## config.mk

```make
export PLATFORM = sky130hd
export DESIGN_NAME = viol_reset_seq_flat
export DESIGN_NICKNAME = d
export VERILOG_FILES = /design/src/rtl/viol_reset_seq_if.sv /design/src/rtl/viol_reset_seq.sv /design/src/flat_wrapper.sv
export SDC_FILE = /design/constraint.sdc
export NUM_CORES = 1
export LEC_CHECK = 0
export ABC_CLOCK_PERIOD_IN_PS = 2600
export BUFFER_PORTS_ARGS = -buffer_cell sky130_fd_sc_hd__buf_2
export CORE_MARGIN = 10
export CORE_UTILIZATION = 52
export CTS_BUF_LIST = sky130_fd_sc_hd__clkbuf_4 sky130_fd_sc_hd__clkbuf_8
export CTS_CLUSTER_DIAMETER = 40
export DETAILED_ROUTE_END_ITERATION = 6
export GPL_TIMING_DRIVEN = 0
export PLACE_DENSITY = 0.89
export REMOVE_ABC_BUFFERS = 1
export SLEW_MARGIN = 10
export SYNTH_ARGS = -nofsm -noshare
export SYNTH_HDL_FRONTEND = slang
export SYNTH_SLANG_ARGS = --single-unit
```

## constraint.sdc

```tcl
create_clock -name clk -period 2.6 [get_ports clk]
set_input_delay 0 -clock clk [delete_from_list [all_inputs] [get_ports clk]]
set_output_delay 0 -clock clk [all_outputs]
set_load 0.01 [all_outputs]
```

## src/rtl/viol_reset_seq_if.sv

```systemverilog
// Kill-request / reset-status bundle between the security monitors, the core
// and the violation reset sequencer.
interface viol_reset_seq_if #(
  parameter int NUM_SRC = 4
);
  logic [NUM_SRC-1:0] viol_req;
  logic [15:0]        pc;
  logic               cause_clr;
  logic               sys_rst;
  logic               running;
  logic [NUM_SRC-1:0] cause;
  logic [7:0]         viol_count;

  modport master (
    output viol_req, pc, cause_clr,
    input  sys_rst, running, cause, viol_count
  );

  modport slave (
    input  viol_req, pc, cause_clr,
    output sys_rst, running, cause, viol_count
  );
endinterface

```

## src/rtl/viol_reset_seq.sv

```systemverilog
// Turns monitor kill requests into one stretched core reset, records the cause
// and count of violations, and confirms the core restarts at its reset handler.
//
// state   | meaning
// HOLD    | core held in reset; stretch counter running
// WAIT_PC | reset released; waiting for pc to reach the handler
// RUN     | core confirmed running normally
module viol_reset_seq #(
  parameter int          NUM_SRC       = 4,
  parameter int          HOLD_CYCLES   = 16,
  parameter logic [15:0] RESET_HANDLER = 16'h0000,
  parameter int          PC_TIMEOUT    = 8
) (
  input logic             clk,
  input logic             reset,
  viol_reset_seq_if.slave bus
);

  localparam int HW = (HOLD_CYCLES > 1) ? $clog2(HOLD_CYCLES) : 1;
  localparam int TW = (PC_TIMEOUT > 1) ? $clog2(PC_TIMEOUT) : 1;
  localparam logic [HW-1:0] HOLD_LAST = HW'(HOLD_CYCLES - 1);
  localparam logic [TW-1:0] TO_LAST   = TW'(PC_TIMEOUT - 1);

  typedef enum logic [1:0] {
    HOLD    = 2'b00,
    WAIT_PC = 2'b01,
    RUN     = 2'b10
  } state_t;

  state_t             state, state_nxt;
  logic [HW-1:0]      hold_cnt, hold_cnt_nxt;
  logic [TW-1:0]      to_cnt, to_cnt_nxt;
  logic [NUM_SRC-1:0] cause_q, cause_nxt;
  logic [7:0]         count_q, count_nxt;
  logic [7:0]         count_inc;
  logic               sys_rst_q, running_q;
  logic               any_viol;

  assign any_viol  = |bus.viol_req;
  assign count_inc = (count_q == 8'hFF) ? count_q : count_q + 8'd1;

  always_comb begin
    state_nxt    = state;
    hold_cnt_nxt = hold_cnt;
    to_cnt_nxt   = to_cnt;
    // Any asserted request is sticky in every state; RUN may clear it below.
    cause_nxt    = cause_q | bus.viol_req;
    count_nxt    = count_q;

    case (state)
      RUN: begin
        if (any_viol) begin
          state_nxt    = HOLD;
          hold_cnt_nxt = '0;
          count_nxt    = count_inc;
        end else if (bus.cause_clr) begin
          cause_nxt = '0;
        end
      end

      HOLD: begin
        if (hold_cnt != HOLD_LAST) begin
          hold_cnt_nxt = hold_cnt + HW'(1);
        end
        if ((hold_cnt == HOLD_LAST) && !any_viol) begin
          state_nxt  = WAIT_PC;
          to_cnt_nxt = '0;
        end
      end

      WAIT_PC: begin
        if (any_viol) begin
          state_nxt    = HOLD;
          hold_cnt_nxt = '0;
          count_nxt    = count_inc;
        end else if (bus.pc == RESET_HANDLER) begin
          state_nxt = RUN;
        end else if (to_cnt == TO_LAST) begin
          // Core never reached its handler: treat as a violation of its own.
          state_nxt    = HOLD;
          hold_cnt_nxt = '0;
          count_nxt    = count_inc;
        end else begin
          to_cnt_nxt = to_cnt + TW'(1);
        end
      end

      default: begin
        state_nxt    = HOLD;
        hold_cnt_nxt = '0;
      end
    endcase
  end

  always_ff @(posedge clk or posedge reset) begin
    if (reset) begin
      state     <= HOLD;
      hold_cnt  <= '0;
      to_cnt    <= '0;
      cause_q   <= '0;
      count_q   <= '0;
      sys_rst_q <= 1'b1;
      running_q <= 1'b0;
    end else begin
      state     <= state_nxt;
      hold_cnt  <= hold_cnt_nxt;
      to_cnt    <= to_cnt_nxt;
      cause_q   <= cause_nxt;
      count_q   <= count_nxt;
      sys_rst_q <= (state_nxt == HOLD);
      running_q <= (state_nxt == RUN);
    end
  end

  assign bus.sys_rst    = sys_rst_q;
  assign bus.running    = running_q;
  assign bus.cause      = cause_q;
  assign bus.viol_count = count_q;

endmodule

```

## src/flat_wrapper.sv

```systemverilog
// flat-port wrapper written by rule: the top's interface ports become plain ports
module viol_reset_seq_flat 
#(
  parameter int          NUM_SRC       = 4,
  parameter int          HOLD_CYCLES   = 16,
  parameter logic [15:0] RESET_HANDLER = 16'h0000,
  parameter int          PC_TIMEOUT    = 8
)
  (clk, reset, bus_viol_req, bus_pc, bus_cause_clr, bus_sys_rst, bus_running, bus_cause, bus_viol_count);
  viol_reset_seq_if #(.NUM_SRC(NUM_SRC)) bus_i ();
  input logic clk;
  input logic reset;
  input wire logic [$bits(bus_i.viol_req)-1:0] bus_viol_req;
  input wire logic [$bits(bus_i.pc)-1:0] bus_pc;
  input wire logic [$bits(bus_i.cause_clr)-1:0] bus_cause_clr;
  output wire logic [$bits(bus_i.sys_rst)-1:0] bus_sys_rst;
  output wire logic [$bits(bus_i.running)-1:0] bus_running;
  output wire logic [$bits(bus_i.cause)-1:0] bus_cause;
  output wire logic [$bits(bus_i.viol_count)-1:0] bus_viol_count;
  assign bus_i.viol_req = bus_viol_req;
  assign bus_i.pc = bus_pc;
  assign bus_i.cause_clr = bus_cause_clr;
  assign bus_sys_rst = bus_i.sys_rst;
  assign bus_running = bus_i.running;
  assign bus_cause = bus_i.cause;
  assign bus_viol_count = bus_i.viol_count;
  viol_reset_seq #(.NUM_SRC(NUM_SRC), .HOLD_CYCLES(HOLD_CYCLES), .RESET_HANDLER(RESET_HANDLER), .PC_TIMEOUT(PC_TIMEOUT)) u_core (.clk(clk), .reset(reset), .bus(bus_i));
endmodule
```

==> run_results.csv, run 1 <==
group,metric,value,unit
status,status,"complete, no violations",
finish,synthToLayoutAreaGrowth,24.12,%
synthesis,synth_top_family_by_area,"compound AO/OA/AOI/OAI gates",
cts,cts_max_path_buffers,2,
synthesis,synth_compound_area_share,17.18,%
synthesis,yosysSeqAreaShare,47.72,%
detailed_routing,antenna_left,0,
grt,gr-usage-all-layers,12.87,%
detailed_routing,wire_per_inst,15.13,um
synthesis,synthSimpleGateAreaFrac,16.67,%
finish,drive_above_1_share,33.12,%
timing,worstMarginPinSlew,0.8570,ns
placement,globalplace.congestion,0.8481,
timing,post-route-period-util,81.13,%
grt,grt-ovfl-total,0,
cts,clk_latency,0.31,ns
cts,htree_num_levels,1,
synthesis,ys_warn_count,0,
placement,dp.cells,173,
finish,stdcell_count,182,
power,peakVddDrop,0.0005751,V
detailed_routing,route.detailed.drc,0,
floorplan,io_pins,37,
critical_path,endpoint_kind,"register",
cts,cts_num_sinks,23,
grt,grt_pass1_vias,1020,
finish,diodes,0,
grt,antenna_found_initial,0,
placement,dp_hpwl,2108,um
synthesis,synth_area,1209,um^2
detailed_routing,viasPerCell,5.445,
detailed_routing,first_iter_violations,85,
power,power.total,1122,uW
floorplan,start_util,54.64,%
timing,max_freq,474.1,MHz
floorplan,die-area,4653,um^2
run,max_cap_violations,0,
synthesis,synth_area_per_cell,10.99,um^2
power,p_leak,0.0007371,uW
critical_path,crit_required,2.84,ns
worst_hold_path,hold_class,"in2reg",
detailed_routing,wl_met2,1401,um
detailed_routing,drt-pass1-iter-count,4,
critical_path,cp.arrival,2.35,ns
critical_path,rrSetupSlack,0.49,ns
timing,rsz0062_at_grt,"false",
cts,cts_resized,0,
timing,slew_viol_final,0,
power,power_density,747.9,nW/um^2
synthesis,synthMuxAreaShare,2.795,%
cts,numCtsBuffers,3,
critical_path,crit_type,"reg2reg",
cts,path_clk_slew,0.12,ns
timing,relSlewSlack,42.80,%
detailed_routing,highest_layer,"met4",
detailed_routing,routed-via-count,991,
detailed_routing,wirelength,2753,um
detailed_routing,route.met3.wl,186,um
critical_path,start_kind,"register",
synthesis,synthFlopType,"dfrtp_1",
placement,portBuffers,36,
floorplan,die_x,68.21,um
cts,cts_tree,"done",
floorplan,fp-row-count,17,
timing,finalCriticalPeriod,2.109,ns
floorplan,fp.coreArea,2212,um^2
grt,grt_first_pass_wirelength,4629,um
timing,finalSetupTns,0,ns
cts,cts_setup_buffers,0,
placement,dpl_worst_slack,0.5451,ns
synthesis,synth_edf_count,0,
synthesis,synth_xor_area_share,5.797,%
floorplan,chipHeight,68.21,um
synthesis,synthAdderAreaFrac,8.282,%
synthesis,syn_inst,110,
detailed_routing,wl_met1,1144,um
cts,cts_root_buffer,"clkbuf_4",
finish,nets,186,
timing,setup_ws,0.4906,ns
timing,setup_viol,0,
timing,fin_skew,0.002300,ns
timing,hold_viol_final,0,
synthesis,ys_seq_elements,23,
critical_path,cp_max_fo,7,
synthesis,async_flop_share,100.0,%
synthesis,synth_cell_types,31,
grt,grt_max_degree,24,
-- registers in the layout, summed over array words and instances (netlist names) --
name,count
u_core.hold_cnt,4
u_core.state,2
u_core.to_cnt,3
u_core.bus.running,1
u_core.bus.sys_rst,1
u_core.bus.viol_count,8
u_core.bus.cause,4
-- final timing paths --
path | start | endpoint | depth (start not counted)
min | bus_cause_clr | u_core.bus.cause[0]$_DFF_PP0_ | 3
min in group asynchronous | reset | u_core.bus.viol_count[3]$_DFFE_PP0P_ | 3
min reg2reg | u_core.bus.cause[0]$_DFF_PP0_ | u_core.bus.cause[0]$_DFF_PP0_ | 1
max in group asynchronous | reset | u_core.hold_cnt[2]$_DFFE_PP0P_ | 3
max reg2reg | u_core.state[0]$_DFF_PP0_ | u_core.bus.viol_count[5]$_DFFE_PP0P_ | 6
max | u_core.state[0]$_DFF_PP0_ | u_core.bus.viol_count[5]$_DFFE_PP0P_ | 6
-- synthesized netlist by cell type (all sizes together) (2+ instances only) --
library cell | instances | area share, %
o21ai | 5 | 2.1
nor4 | 5 | 3.8
nand4 | 3 | 1.6
mux2 | 3 | 2.8
a21boi | 2 | 1.2
xor2 | 6 | 4.3
a21oi | 3 | 1.2
nor3 | 3 | 1.2
and3 | 3 | 1.8
ha | 8 | 8.3
nor2b | 3 | 1.6
xnor2 | 2 | 1.4
nand2 | 6 | 1.9
a41oi | 2 | 1.4
nor2 | 3 | 0.93
nand3 | 7 | 2.9
o21a | 8 | 5.0
a22o | 3 | 2.2
inv | 4 | 1.2
dfrtp | 22 | 46
-- cell type report --
type | instances | area [um^2]
Clock buffer | 4 | 30.03
Fill cell | 173 | 711.9
Inverter | 4 | 15.01
Multi-Input combinational cell | 82 | 613.1
Sequential cell | 23 | 576.8
Tap cell | 28 | 35.03
Timing Repair Buffer | 41 | 230.2
-- report_power, final --
part | leakage (uW) | switching, uW | total, uW | internal (uW)
Sequential | 0.000282 | 94.1 | 538 | 444
Combinational | 0.000436 | 210 | 411 | 202
Clock | 0.0000184 | 102 | 173 | 70.4
-- worst max-delay path, cell delays in order, from the launching register on --
cell and delay [ns]:
dfrtp_1 0.44, ha_1 0.28, nor2b_1 0.18, o21ai_0 0.39
o211ai_2 0.29, nor3_1 0.27, xor2_1 0.18
-- placed cells by master (no fill, tap or decap), types with 5 or more instances in the layout --
cell	n
nand3_1	7
xor2_1	6
ha_1	8
dlygate4sd3_1	5
buf_2	36
o21a_1	8
dfrtp_1	22
o21ai_0	5
nand2_1	6
-- cell families (layout without fill, tap and decap cells) --
kind of cell	after synthesis	in the layout
simple gates	35	35
xor+xnor	8	8
compound gates	28	28
fa+ha+maj	8	8
buf+inv	5	49
mux	3	3
flops	23	23
-- stage by stage --
stage               area (um^2)  util, %  hold WS [ns]
global route               1500    67.82       0.07864
global placement           1420    64.20        0.1933
detailed placement         1420    64.20        0.2077
finish                     1500    67.82       0.07108
CTS                        1500    67.82       0.05059
floorplan                  1205        -      0.001183
-- routing by layer --
layer	vias to the layer above	track usage, %
met2	23	22.44
met4	0	2.261
met1	464	14.42
li1	500	-
met5	-	0
met3	4	5.546
-- repair_timing --
| item | in CTS | in global routing |
|---|---|---|
| setup endpoints to repair | 0 | 0 |
| hold buffers | 5 | 0 |
| endpoints found under the hold margin | 26 | 0 |
(Power assumes the default switching activity.)
==> run 2: changes to the inputs <==
--- a/config.mk
+++ b/config.mk
@@ -5,15 +5,15 @@
 export SDC_FILE = /design/constraint.sdc
 export NUM_CORES = 1
 export LEC_CHECK = 0
-export ABC_CLOCK_PERIOD_IN_PS = 2600
+export ABC_CLOCK_PERIOD_IN_PS = 1800
 export BUFFER_PORTS_ARGS = -buffer_cell sky130_fd_sc_hd__buf_2
 export CORE_MARGIN = 10
-export CORE_UTILIZATION = 52
+export CORE_UTILIZATION = 47
 export CTS_BUF_LIST = sky130_fd_sc_hd__clkbuf_4 sky130_fd_sc_hd__clkbuf_8
 export CTS_CLUSTER_DIAMETER = 40
 export DETAILED_ROUTE_END_ITERATION = 6
 export GPL_TIMING_DRIVEN = 0
-export PLACE_DENSITY = 0.89
+export PLACE_DENSITY = 0.85
 export REMOVE_ABC_BUFFERS = 1
 export SLEW_MARGIN = 10
 export SYNTH_ARGS = -nofsm -noshare
==> constraint.sdc (replaced) <==
create_clock -name clk -period 1.8 [get_ports clk]
set_input_delay 0 -clock clk [delete_from_list [all_inputs] [get_ports clk]]
set_output_delay 0 -clock clk [all_outputs]
set_load 0.01 [all_outputs]
==> run_results.csv, run 2 (synthesized netlist as in run 1, its figures left out) <==
group,metric,value,unit
timing,max_freq,559.8,MHz
floorplan,die-area,5000,um^2
worst_hold_path,hold_class,"in2reg",
timing,setup_viol,0,
timing,post-route-period-util,99.24,%
finish,drive_above_1_share,43.21,%
power,p_comb_share,41.8,%
grt,grt-ovfl-total,0,
detailed_routing,route.detailed.drc,0,
critical_path,cp.arrival,2.01,ns
cts,numCtsBuffers,3,
finish,stdcell_count,192,
detailed_routing,antenna_left,0,
finish,layout_commonest_cell,"buf_2",
detailed_routing,routed-via-count,1071,
floorplan,start_util,49.24,%
cts,cts_max_path_buffers,2,
detailed_routing,wire_per_inst,16.49,um
cts,htree_num_levels,1,
floorplan,chipHeight,70.71,um
detailed_routing,wirelength,3167,um
power,seqPwrFrac,44.3,%
cts,cts_num_sinks,23,
critical_path,startpoint,"u_core.to_cnt[1]$_DFFE_PP0P_",
timing,setup_ws,0.01373,ns
critical_path,crit_type,"reg2reg",
run,max_cap_violations,0,
cts,clk_latency,0.32,ns
placement,globalplace.congestion,0.8633,
timing,hold_viol_final,0,
cts,cts_root_buffer,"clkbuf_4",
floorplan,fp.coreArea,2455,um^2
critical_path,endpoint_kind,"register",
critical_path,crit_required,2.03,ns
power,peakVddDrop,0.0008596,V
finish,nets,194,
finish,synthToLayoutAreaGrowth,34.06,%
timing,relSlewSlack,44.35,%
placement,portBuffers,36,
power,power_density,1082,nW/um^2
critical_path,cp_max_fo,4,
timing,fin_skew,0.009596,ns
grt,grt_max_degree,24,
detailed_routing,viasPerCell,5.578,
worst_hold_path,worstHoldStart,"bus_cause_clr",
grt,gr-usage-all-layers,11.91,%
timing,finalSetupTns,0,ns
power,internal-power,1101,uW
cts,path_clk_slew,0.13,ns
detailed_routing,drt-pass1-iter-count,4,
grt,grt_pass1_vias,1098,
power,clockPowerShare,13.9,%
finish,final_cell_mix,"36 x buf_2, 21 x dfrtp_1, 8 x buf_4, 7 x nand3_1, 7 x o21a_1",
cts,cts_tree,"done",
finish,largest_reg_flops,8,
critical_path,rr_startpoint,"u_core.to_cnt[1]$_DFFE_PP0P_",
floorplan,fp-row-count,18,
placement,dpl_worst_slack,-0.2025,ns
grt,antenna_found_initial,0,
status,status,"complete, no violations",
placement,dp_hpwl,2205,um
timing,worstMarginPinSlew,0.8338,ns
power,p_sw_share,37.19,%
power,p_leak,0.0007741,uW
timing,finalCriticalPeriod,1.786,ns
detailed_routing,first_iter_violations,31,
critical_path,start_kind,"register",
critical_path,rrSetupSlack,0.01,ns
finish,diodes,0,
floorplan,io_pins,37,
placement,dp.cells,175,
floorplan,die_x,70.71,um
grt,grt_first_pass_wirelength,4947,um
power,p_sw,651.9,uW
timing,slew_viol_final,0,
run 2: path summary, 6_finish.rpt:
| check | end | depth (start not counted) |
|---|---|---|
| min | u_core.bus.cause[3]$_DFF_PP0_ | 3 |
| min in group asynchronous | u_core.bus.cause[1]$_DFF_PP0_ | 3 |
| max reg2reg | u_core.to_cnt[2]$_DFFE_PP0P_ | 7 |
| max in group asynchronous | u_core.state[0]$_DFF_PP0_ | 3 |
| max | u_core.to_cnt[2]$_DFFE_PP0P_ | 7 |
| min reg2reg | u_core.bus.cause[0]$_DFF_PP0_ | 1 |
run 2: critical path: stages, from the launching register on:
cell and delay [ns]:
dfrtp_1 0.42, ha_2 0.18, ha_2 0.18, nor2b_4 0.14, nand4_1 0.11, buf_4 0.19, mux2_4 0.30, a22o_1 0.17
run 2: through the flow:
step	hold slack, ns	area, um^2	power [uW]	util [%]
2_1_floorplan	0.001183	1205	1176	-
3_3_place_gp	0.1946	1423	1321	57.95
3_5_place_dp	0.2053	1423	1378	57.95
4_1_cts	0.06544	1543	1688	62.84
5_1_grt	0.1165	1620	1880	66.00
6_report	0.07936	1620	1753	66.00
run 2: power by group through the flow:
stage / clock (uW) / sequential [uW] / combinational, uW
final: 243 / 776 / 733
after global routing: 266 / 794 / 821
after CTS: 245 / 761 / 682
after detailed placement: 0 / 780 / 598
after global placement: 0 / 766 / 555
after floorplan: 0 / 781 / 395
run 2: cell type report:
| cell class | count | area (um^2) |
|---|---|---|
| Timing Repair Buffer | 49 | 290.3 |
| Sequential cell | 23 | 578.1 |
| Clock inverter | 1 | 5.005 |
| Fill cell | 192 | 834.6 |
| Tap cell | 30 | 37.54 |
| Inverter | 4 | 15.01 |
| Clock buffer | 3 | 22.52 |
| Multi-Input combinational cell | 82 | 671.9 |
run 2: layer usage:
metal / vias up / part of all wire (%) / track usage (%)
met1: 504 / 34 / 11.83
met3: 9 / 6.2 / 2.929
li1: 515 / - / -
met2: 43 / 57 / 21.96
met5: - / 0 / 0
met4: 0 / 2.4 / 6.667
run 2: timing repair:
action,CTS,global route
endpoints found under the setup margin,14,14
pin swaps,2,3
gates resized for setup,8,9
buffers inserted,3,5
endpoints found under the hold margin,26,0
hold buffers,5,0
==> run 3: changes to the inputs <==
--- a/config.mk
+++ b/config.mk
@@ -7,12 +7,12 @@
 export LEC_CHECK = 0
 export ABC_CLOCK_PERIOD_IN_PS = 1800
 export BUFFER_PORTS_ARGS = -buffer_cell sky130_fd_sc_hd__buf_2
-export CORE_MARGIN = 10
 export CORE_UTILIZATION = 47
 export CTS_BUF_LIST = sky130_fd_sc_hd__clkbuf_4 sky130_fd_sc_hd__clkbuf_8
 export CTS_CLUSTER_DIAMETER = 40
 export DETAILED_ROUTE_END_ITERATION = 6
 export GPL_TIMING_DRIVEN = 0
+export HOLD_SLACK_MARGIN = 0.06
 export PLACE_DENSITY = 0.85
 export REMOVE_ABC_BUFFERS = 1
 export SLEW_MARGIN = 10
==> run_results.csv, run 3 (synthesized netlist as in run 1, its figures left out) <==
group,metric,value,unit
status,status,"complete, but fails checks",
status,failed_checks,"setup timing",
critical_path,crit_type,"reg2reg",
run,max_cap_violations,0,
critical_path,cpMostUsedCell,"ha_2",
finish,postLayoutCellArea,1633,um^2
detailed_routing,first_iter_violations,22,
finish,diodes,0,
critical_path,crit_required,2.01,ns
cts,cts_num_sinks,23,
finish,synthToLayoutAreaGrowth,35.09,%
power,peakVddDrop,0.001212,V
power,internal-power,1102,uW
power,clockPowerShare,14.7,%
timing,relSlewSlack,43.79,%
worst_hold_path,hold_class,"in2reg",
cts,numCtsBuffers,3,
cts,cts_max_path_buffers,2,
floorplan,die_x,52.71,um
placement,dp.cells,175,
placement,globalplace.congestion,0.8783,
grt,grt_max_degree,24,
power,p_sw,622.6,uW
critical_path,critPathSlowestCell,"dfrtp_1",
critical_path,crit_family,"flip-flops",
timing,hold_viol_final,0,
finish,utilization,66.51,%
detailed_routing,drt-pass1-iter-count,4,
timing,post-route-period-util,100.0,%
finish,fillers,180,
timing,worstMarginPinSlew,0.8422,ns
grt,antenna_found_initial,0,
grt,grt_first_pass_wirelength,4381,um
timing,max_freq,555.4,MHz
floorplan,start_util,49.24,%
power,seqPwrFrac,44.6,%
finish,drive_above_1_share,43.64,%
finish,layout_commonest_cell,"buf_2",
critical_path,path_cells,"ha_2 > ha_2 > nor2b_4 > nand4_1 > buf_4 > mux2_4 > a22o_1",
floorplan,io_pins,37,
critical_path,worst-path-buf-inv,1,
timing,setup_ws,-0.0006388,ns
power,p_comb_share,40.7,%
critical_path,endpoint_kind,"register",
timing,rsz0062_at_grt,"true",
detailed_routing,routed-via-count,1069,
grt,grt-ovfl-total,0,
timing,setup_viol,1,
detailed_routing,wire_per_inst,14.75,um
floorplan,die-area,2778,um^2
cts,cts_tree,"done",
finish,largest_reg_flops,8,
detailed_routing,antenna_left,0,
cts,clk_latency,0.31,ns
critical_path,cp.arrival,2.02,ns
detailed_routing,viasPerCell,5.482,
power,power_density,1056,nW/um^2
power,power.total,1725,uW
timing,finalCriticalPeriod,1.801,ns
detailed_routing,route.detailed.drc,0,
power,p_sw_share,36.09,%
timing,slew_viol_final,0,
finish,nets,197,
cts,cts_root_buffer,"clkbuf_4",
floorplan,chipHeight,52.71,um
floorplan,fp-row-count,18,
grt,grt_pass1_vias,999,
grt,gr-usage-all-layers,21.65,%
placement,portBuffers,36,
power,p_leak,0.0007871,uW
placement,place_area,1423,um^2
critical_path,start_kind,"register",
finish,final_cell_mix,"36 x buf_2, 22 x dfrtp_1, 11 x buf_4, 7 x nand3_1, 7 x o21a_1",
timing,fin_skew,0.007717,ns
cts,path_clk_slew,0.13,ns
critical_path,cp_max_fo,4,
floorplan,fp.coreArea,2455,um^2
finish,stdcell_count,195,
cts,htree_num_levels,1,
placement,dp_hpwl,1838,um
detailed_routing,wirelength,2877,um
critical_path,critPathMaxStageDelay,0.42,ns
[run 3: repair_timing]
item	CTS	global route
endpoints found under the hold margin	26	0
hold buffers	5	0
buffers inserted	6	5
setup endpoints to repair	13	13
pin swaps	2	3
resized for setup	7	7
[run 3: area by class of cell]
class	count	area, um^2	area share [%]
clock buffers	4	30.03	1.839
multi-input cells	82	660.6	40.46
inverters	4	15.01	0.9195
repair buffers	52	312.8	19.16
flip-flops and latches	23	576.8	35.33
well taps	30	37.54	2.299
[run 3: worst min-delay path, cell delays in order]
cell	delay [ns]
buf_2	0.09
nand3_1	0.17
o21a_1	0.17
[run 3: through the flow]
stage	hold WS [ns]	worst slack (ns)	setup TNS, ns
2_1_floorplan	0.001183	0.02556	0
3_3_place_gp	0.1958	-0.1643	-0.9302
3_5_place_dp	0.2095	-0.2199	-1.384
4_1_cts	0.06047	0.004750	0
5_1_grt	0.1541	-0.08965	-0.2175
6_report	0.1407	-0.0006388	-0.0006388
[run 3: per-layer routing]
| metal | wire [um] | GRT usage, % |
|---|---|---|
| met2 | 1576 | 34.81 |
| met1 | 1171 | 27.84 |
| met5 | 0 | 0 |
| met3 | 94 | 5.507 |
| met4 | 34 | 7.895 |
[run 3: power by group through the flow]
stage          clock, uW  combinational (uW)  sequential (uW)
3_5_place_dp           0                 584              784
3_3_place_gp           0                 549              766
4_1_cts              255                 630              773
5_1_grt              283                 781              786
2_1_floorplan          0                 395              781
6_report             253                 703              769
[run 3: path summary, 6_finish.rpt]
path                                               start                              endpoint  slack (ns)  cells past startpoint
setup / recovery            u_core.to_cnt[0]$_DFFE_PP0P_          u_core.to_cnt[2]$_DFFE_PP0P_     -0.0006                      7
hold / removal                             bus_cause_clr         u_core.bus.cause[2]$_DFF_PP0_        0.14                      3
setup reg to reg            u_core.to_cnt[0]$_DFFE_PP0P_          u_core.to_cnt[2]$_DFFE_PP0P_     -0.0006                      7
hold reg to reg            u_core.bus.cause[0]$_DFF_PP0_         u_core.bus.cause[0]$_DFF_PP0_        0.50                      1
max in group asynchronous                          reset        u_core.hold_cnt[3]$_DFFE_PP0P_        0.89                      3
min in group asynchronous                          reset  u_core.bus.viol_count[2]$_DFFE_PP0P_        0.39                      3
